[src/rtl/mem_arbiter.sv]
// Two-requester memory arbiter: instruction fetch (I) and data load/store (D)
// share a single memory port with fixed read latency MEM_LAT.
// D has priority unless I has been passed over STARVE_MAX times in a row.
// Only one read is outstanding at a time; a new grant may issue in the
// response cycle of the previous read.
module mem_arbiter #(
    parameter int unsigned ADDR_W     = 9,
    parameter int unsigned DATA_W     = 32,
    parameter int unsigned MEM_LAT    = 1,
    parameter int unsigned STARVE_MAX = 3
) (
    input  logic              clk,
    input  logic              reset,
    // instruction port
    input  logic              i_req,
    input  logic [ADDR_W-1:0] i_addr,
    output logic              i_gnt,
    output logic              i_rvalid,
    output logic [DATA_W-1:0] i_rdata,
    // data port
    input  logic              d_req,
    input  logic              d_we,
    input  logic [ADDR_W-1:0] d_addr,
    input  logic [DATA_W-1:0] d_wdata,
    input  logic [2:0]        d_funct3,
    output logic              d_gnt,
    output logic              d_rvalid,
    output logic [DATA_W-1:0] d_rdata,
    // memory port
    output logic              m_req,
    output logic              m_we,
    output logic [ADDR_W-1:0] m_addr,
    output logic [DATA_W-1:0] m_wdata,
    output logic [2:0]        m_funct3,
    input  logic [DATA_W-1:0] m_rdata,
    // control / status
    input  logic              flush,
    output logic              busy
);

    typedef enum logic {IDLE, BUSY} state_t;
    typedef enum logic {OWN_I, OWN_D} owner_t;

    localparam logic [2:0] CNT_INIT   = 3'(MEM_LAT - 1);
    localparam logic [3:0] STARVE_LIM = 4'(STARVE_MAX);

    state_t            r_state;
    owner_t            r_owner;
    logic [2:0]        r_cnt;
    logic [3:0]        r_starve;
    logic              r_kill;
    logic [DATA_W-1:0] r_i_rdata;
    logic [DATA_W-1:0] r_d_rdata;

    logic w_arb;
    logic w_resp;
    logic w_i_win;
    logic w_d_win;
    logic w_rd_grant;

    // Arbitration window: IDLE, or the response cycle of the current read.
    assign w_arb      = !reset && (r_state == IDLE || r_cnt == 3'd0);
    assign w_resp     = !reset && r_state == BUSY && r_cnt == 3'd0;
    assign w_i_win    = w_arb && i_req && (!d_req || r_starve == STARVE_LIM);
    assign w_d_win    = w_arb && d_req && !w_i_win;
    assign w_rd_grant = w_i_win || (w_d_win && !d_we);

    assign i_gnt = w_i_win;
    assign d_gnt = w_d_win;
    assign busy  = (r_state == BUSY);

    // Memory request mux: winner's payload; fetches are always word reads.
    always_comb begin
        m_req    = w_i_win || w_d_win;
        m_we     = 1'b0;
        m_addr   = d_addr;
        m_wdata  = d_wdata;
        m_funct3 = d_funct3;
        if (w_i_win) begin
            m_addr   = i_addr;
            m_funct3 = 3'b010;
        end else if (w_d_win) begin
            m_we = d_we;
        end
    end

    // A flush seen in the response cycle itself also suppresses the fetch.
    assign i_rvalid = w_resp && r_owner == OWN_I && !r_kill && !flush;
    assign d_rvalid = w_resp && r_owner == OWN_D;
    assign i_rdata  = i_rvalid ? m_rdata : r_i_rdata;
    assign d_rdata  = d_rvalid ? m_rdata : r_d_rdata;

    // FSM, latency counter, owner/kill tracking, starve counter, rdata hold.
    always_ff @(posedge clk) begin
        if (reset) begin
            r_state   <= IDLE;
            r_owner   <= OWN_I;
            r_cnt     <= '0;
            r_starve  <= '0;
            r_kill    <= 1'b0;
            r_i_rdata <= '0;
            r_d_rdata <= '0;
        end else begin
            if (w_i_win || !i_req)
                r_starve <= '0;
            else if (w_d_win && r_starve != STARVE_LIM)
                r_starve <= r_starve + 4'd1;

            if (i_rvalid) r_i_rdata <= m_rdata;
            if (d_rvalid) r_d_rdata <= m_rdata;

            if (w_rd_grant) begin
                r_state <= BUSY;
                r_cnt   <= CNT_INIT;
                r_owner <= w_i_win ? OWN_I : OWN_D;
                r_kill  <= w_i_win && flush;
            end else if (r_state == BUSY) begin
                if (r_cnt == 3'd0) begin
                    r_state <= IDLE;
                    r_kill  <= 1'b0;
                end else begin
                    r_cnt <= r_cnt - 3'd1;
                    if (flush && r_owner == OWN_I) r_kill <= 1'b1;
                end
            end
        end
    end

endmodule

[config.mk]
export PLATFORM = sky130hd
export DESIGN_NAME = mem_arbiter
export DESIGN_NICKNAME = d
export VERILOG_FILES = /design/src/rtl/mem_arbiter.sv
export SDC_FILE = /design/constraint.sdc
export NUM_CORES = 1
export LEC_CHECK = 0
export ABC_CLOCK_PERIOD_IN_PS = 2400
export BUFFER_PORTS_ARGS = -buffer_cell sky130_fd_sc_hd__buf_2
export CAP_MARGIN = 40
export CORE_ASPECT_RATIO = 1.2
export CORE_UTILIZATION = 40
export CTS_CLUSTER_SIZE = 16
export DETAILED_ROUTE_END_ITERATION = 10
export PLACE_DENSITY = 0.87
export RECOVER_POWER = 50
export SYNTH_ARGS = -nofsm -noshare
export SYNTH_HDL_FRONTEND = slang
export SYNTH_SLANG_ARGS = --single-unit
[constraint.sdc]
create_clock -name clk -period 2.4 [get_ports clk]
set_clock_uncertainty 0.1 [all_clocks]
set_input_delay 0.36 -clock clk [delete_from_list [all_inputs] [get_ports clk]]
set_output_delay 0.36 -clock clk [all_outputs]
set_load 0.02 [all_outputs]
==> run_results.csv <==
group,metric,value,unit
outcome,outcome,"finished with violations",
outcome,failed_checks,"setup timing",
min_path,min_path_type,"input pin to register",
global_route,antenna_found_initial,0,
finish,mostFrequentLayoutCells,"buf_6, dfxtp_1, nor2b_1, buf_2, mux2_4",
run,cap_violations,0,
critical_path,crit_arrival,2.25,ns
logic_synthesis,synth_area,0.003572,sq mm
placed_design,dpl.hpwl,5.548,mm
floorplanning,core_area,0.008611,sq mm
placed_design,dp_cells,541,
critical_path,endpoint_kind,"primary output",
logic_synthesis,seq_area_frac_synth,0.4147,
finish,layout-drive-gt1-share,0.6026,
timing,worst_pin_slew,0.6910,ns
global_route,first_global_vias,2805,
logic_synthesis,synth-seq-cells,74,
routing,wl_per_cell,16.59,um
floorplanning,initial_utilization,0.4149,
logic_synthesis,synth-edff-count,0,
clock_tree,cts_root_buf,"clkbuf_8",
finish,antenna_cells,0,
power_and_ir_drop,finalPower,2.709,mW
logic_synthesis,syn_area_per_cell,11.06,sq um
timing,fin_crit,2.715,ns
critical_path,crit_type,"register to primary output",
clock_tree,h-tree-depth,3,
timing,fin_setup_tns,-16.34,ns
critical_path,reg2reg_from,"r_cnt[0]",
routing,drtPass1Iterations,4,
clock_tree,holdBufCountCts,0,
floorplanning,die_w,88.27,um
logic_synthesis,synth_cells,323,
timing,final_max_slew_viol_count,0,
power_and_ir_drop,vdd_drop_max,347.6,uV
power_and_ir_drop,p_leak,2.535,nW
floorplanning,die_h,105.5,um
global_route,grt_max_degree,70,
floorplanning,rows,37,
routing,drt-total-wl,9.542,mm
critical_path,cp-startpoint,"r_cnt[0]",
routing,viasPerCell,4.774,
logic_synthesis,synth_flop_cell,"dfxtp_1",
global_route,grt_use_total,0.1929,
clock_tree,clk_pin_slew,0.08,ns
floorplanning,die-area,0.009314,sq mm
clock_tree,insertion_delay,0.34,ns
critical_path,cp-start-kind,"register",
global_route,grt_overflow_total,0,
logic_synthesis,async_flop_share,0,
floorplanning,io_pins,206,
finish,final_net_count,548,
clock_tree,cts_buffers,9,
critical_path,required,1.94,ns
timing,setup_slack,-0.3148,ns
placed_design,io_buffers,141,
clock_tree,cts.sinks,74,
logic_synthesis,ys_warn_count,0,
finish,final_cells,575,
global_route,grt_pass1_wl,13.50,mm
clock_tree,cts_buffer_depth,2,
timing,slew_headroom,0.5393,
timing,rsz0062_at_grt,"yes",
power_and_ir_drop,power_density,510.3,mW/mm^2
routing,ant_nets,0,
logic_synthesis,syn_nets,417,
routing,drcViolationCount,0,
critical_path,rrSetupSlack,0.24,ns
timing,setup_violations,77,
min_path,hold_path.startpoint,"i_req",
timing,clock.fmax,368.4,MHz
finish,area_delta_synth_final,48.62,%
timing,period_share,1.131,
timing,hold_viol,0,
logic_synthesis,yosysTopAreaCellShare,0.4147,
finish,layout_commonest_cell,"buf_6",
logic_synthesis,yosysTopAreaCell,"dfxtp_1",
routing,drt_iter0_markers,44,
logic_synthesis,synth_cell_types,35,
placed_design,gp_congestion,0.8199,
logic_synthesis,synth_area_leaders,"dfxtp_1, mux2_2, mux2_4, nor2b_1, buf_4",
routing,via_count,2745,
clock_tree,tritoncts,"yes",
critical_path,worstPathMaxFanout,8,
## report_power, final
part | switching (mW) | internal (mW)
Combinational | 0.194 | 0.221
Clock | 0.464 | 0.579
Sequential | 0.00668 | 1.25
## cell type report
class | instances | area (sq um)
well taps | 117 | 146.4
fillers | 667 | 3302
clock buffers | 10 | 127.6
flip-flops and latches | 74 | 1485
clock inverters | 5 | 80.08
inverters | 6 | 22.52
repair buffers | 172 | 1619
multi-input cells | 191 | 1828
## routing by layer
| layer | global-route usage | vias to the layer above | share of wire | routed length, um |
|---|---|---|---|---|
| met1 | 0.2034 | 1309 | 0.38 | 3656 |
| met3 | 0.04699 | 25 | 0.051 | 491 |
| met2 | 0.3418 | 115 | 0.54 | 5124 |
| li1 | - | 1296 | - | - |
| met4 | 0.1071 | 0 | 0.028 | 269 |
| met5 | 0 | - | 0 | 0 |
## registers in the layout, summed over array words and instances (netlist names)
name       count
r_starve       4
r_kill         1
r_owner        1
busy           1
r_d_rdata     32
r_i_rdata     32
r_cnt          3
## worst paths after layout
check / depth (start not counted) / to
max reg2reg: 7 / r_i_rdata[29]
max: 7 / i_rdata[31]
min reg2reg: 2 / r_cnt[1]
min: 2 / r_owner
## Yosys cell counts (4+ instances only)
master    number
a211oi_1       5
mux2_4        29
buf_6          4
buf_4         32
clkbuf_1      11
nor2b_1       68
nor2_1         7
buf_2          5
mux2_2        44
a21oi_1        4
dfxtp_1       74
inv_1          6
## critical path: stages (launching register included)
cell and delay (ns):
dfxtp_2 0.33, inv_2 0.07, ha_4 0.14, nand4bb_1 0.13, or4_4 0.56, clkbuf_16 0.23, mux2_4 0.32, buf_6 0.13
## cells by family (layout without fill, tap and decap cells)
family / after synthesis / after routing / share of synthesized area
xor+xnor: 4 / 4 / 0.009809
simple gates: 95 / 95 / 0.1632
flops: 74 / 74 / 0.4147
buf+inv: 58 / 193 / 0.1047
compound gates: 15 / 15 / 0.03363
mux: 74 / 74 / 0.2634
fa+ha+maj: 3 / 3 / 0.01051
## per-stage QoR
step | instance area (sq um) | util | hold WS [ns] | worst slack [ns]
6_report | 5309 | 0.6165 | 0.1716 | -0.3148
5_1_grt | 5309 | 0.6165 | 0.1674 | -0.3961
4_1_cts | 4986 | 0.5790 | 0.1404 | -0.3004
3_5_place_dp | 4213 | 0.4892 | 0.3860 | -0.08264
3_3_place_gp | 4213 | 0.4892 | 0.3799 | -0.006998
2_1_floorplan | 3590 | - | 0.3566 | 0.02715
## repair_timing
| item | in CTS | in global routing |
|---|---|---|
| endpoints found under the setup margin | 77 | 81 |
| endpoints found under the hold margin | 0 | 0 |
| buffers inserted | 11 | 2 |
| cloned | 5 | 3 |
| pin swaps | 5 | 3 |
| resized for setup | 117 | 81 |
Note: power is estimated with default switching activity, not from simulation.
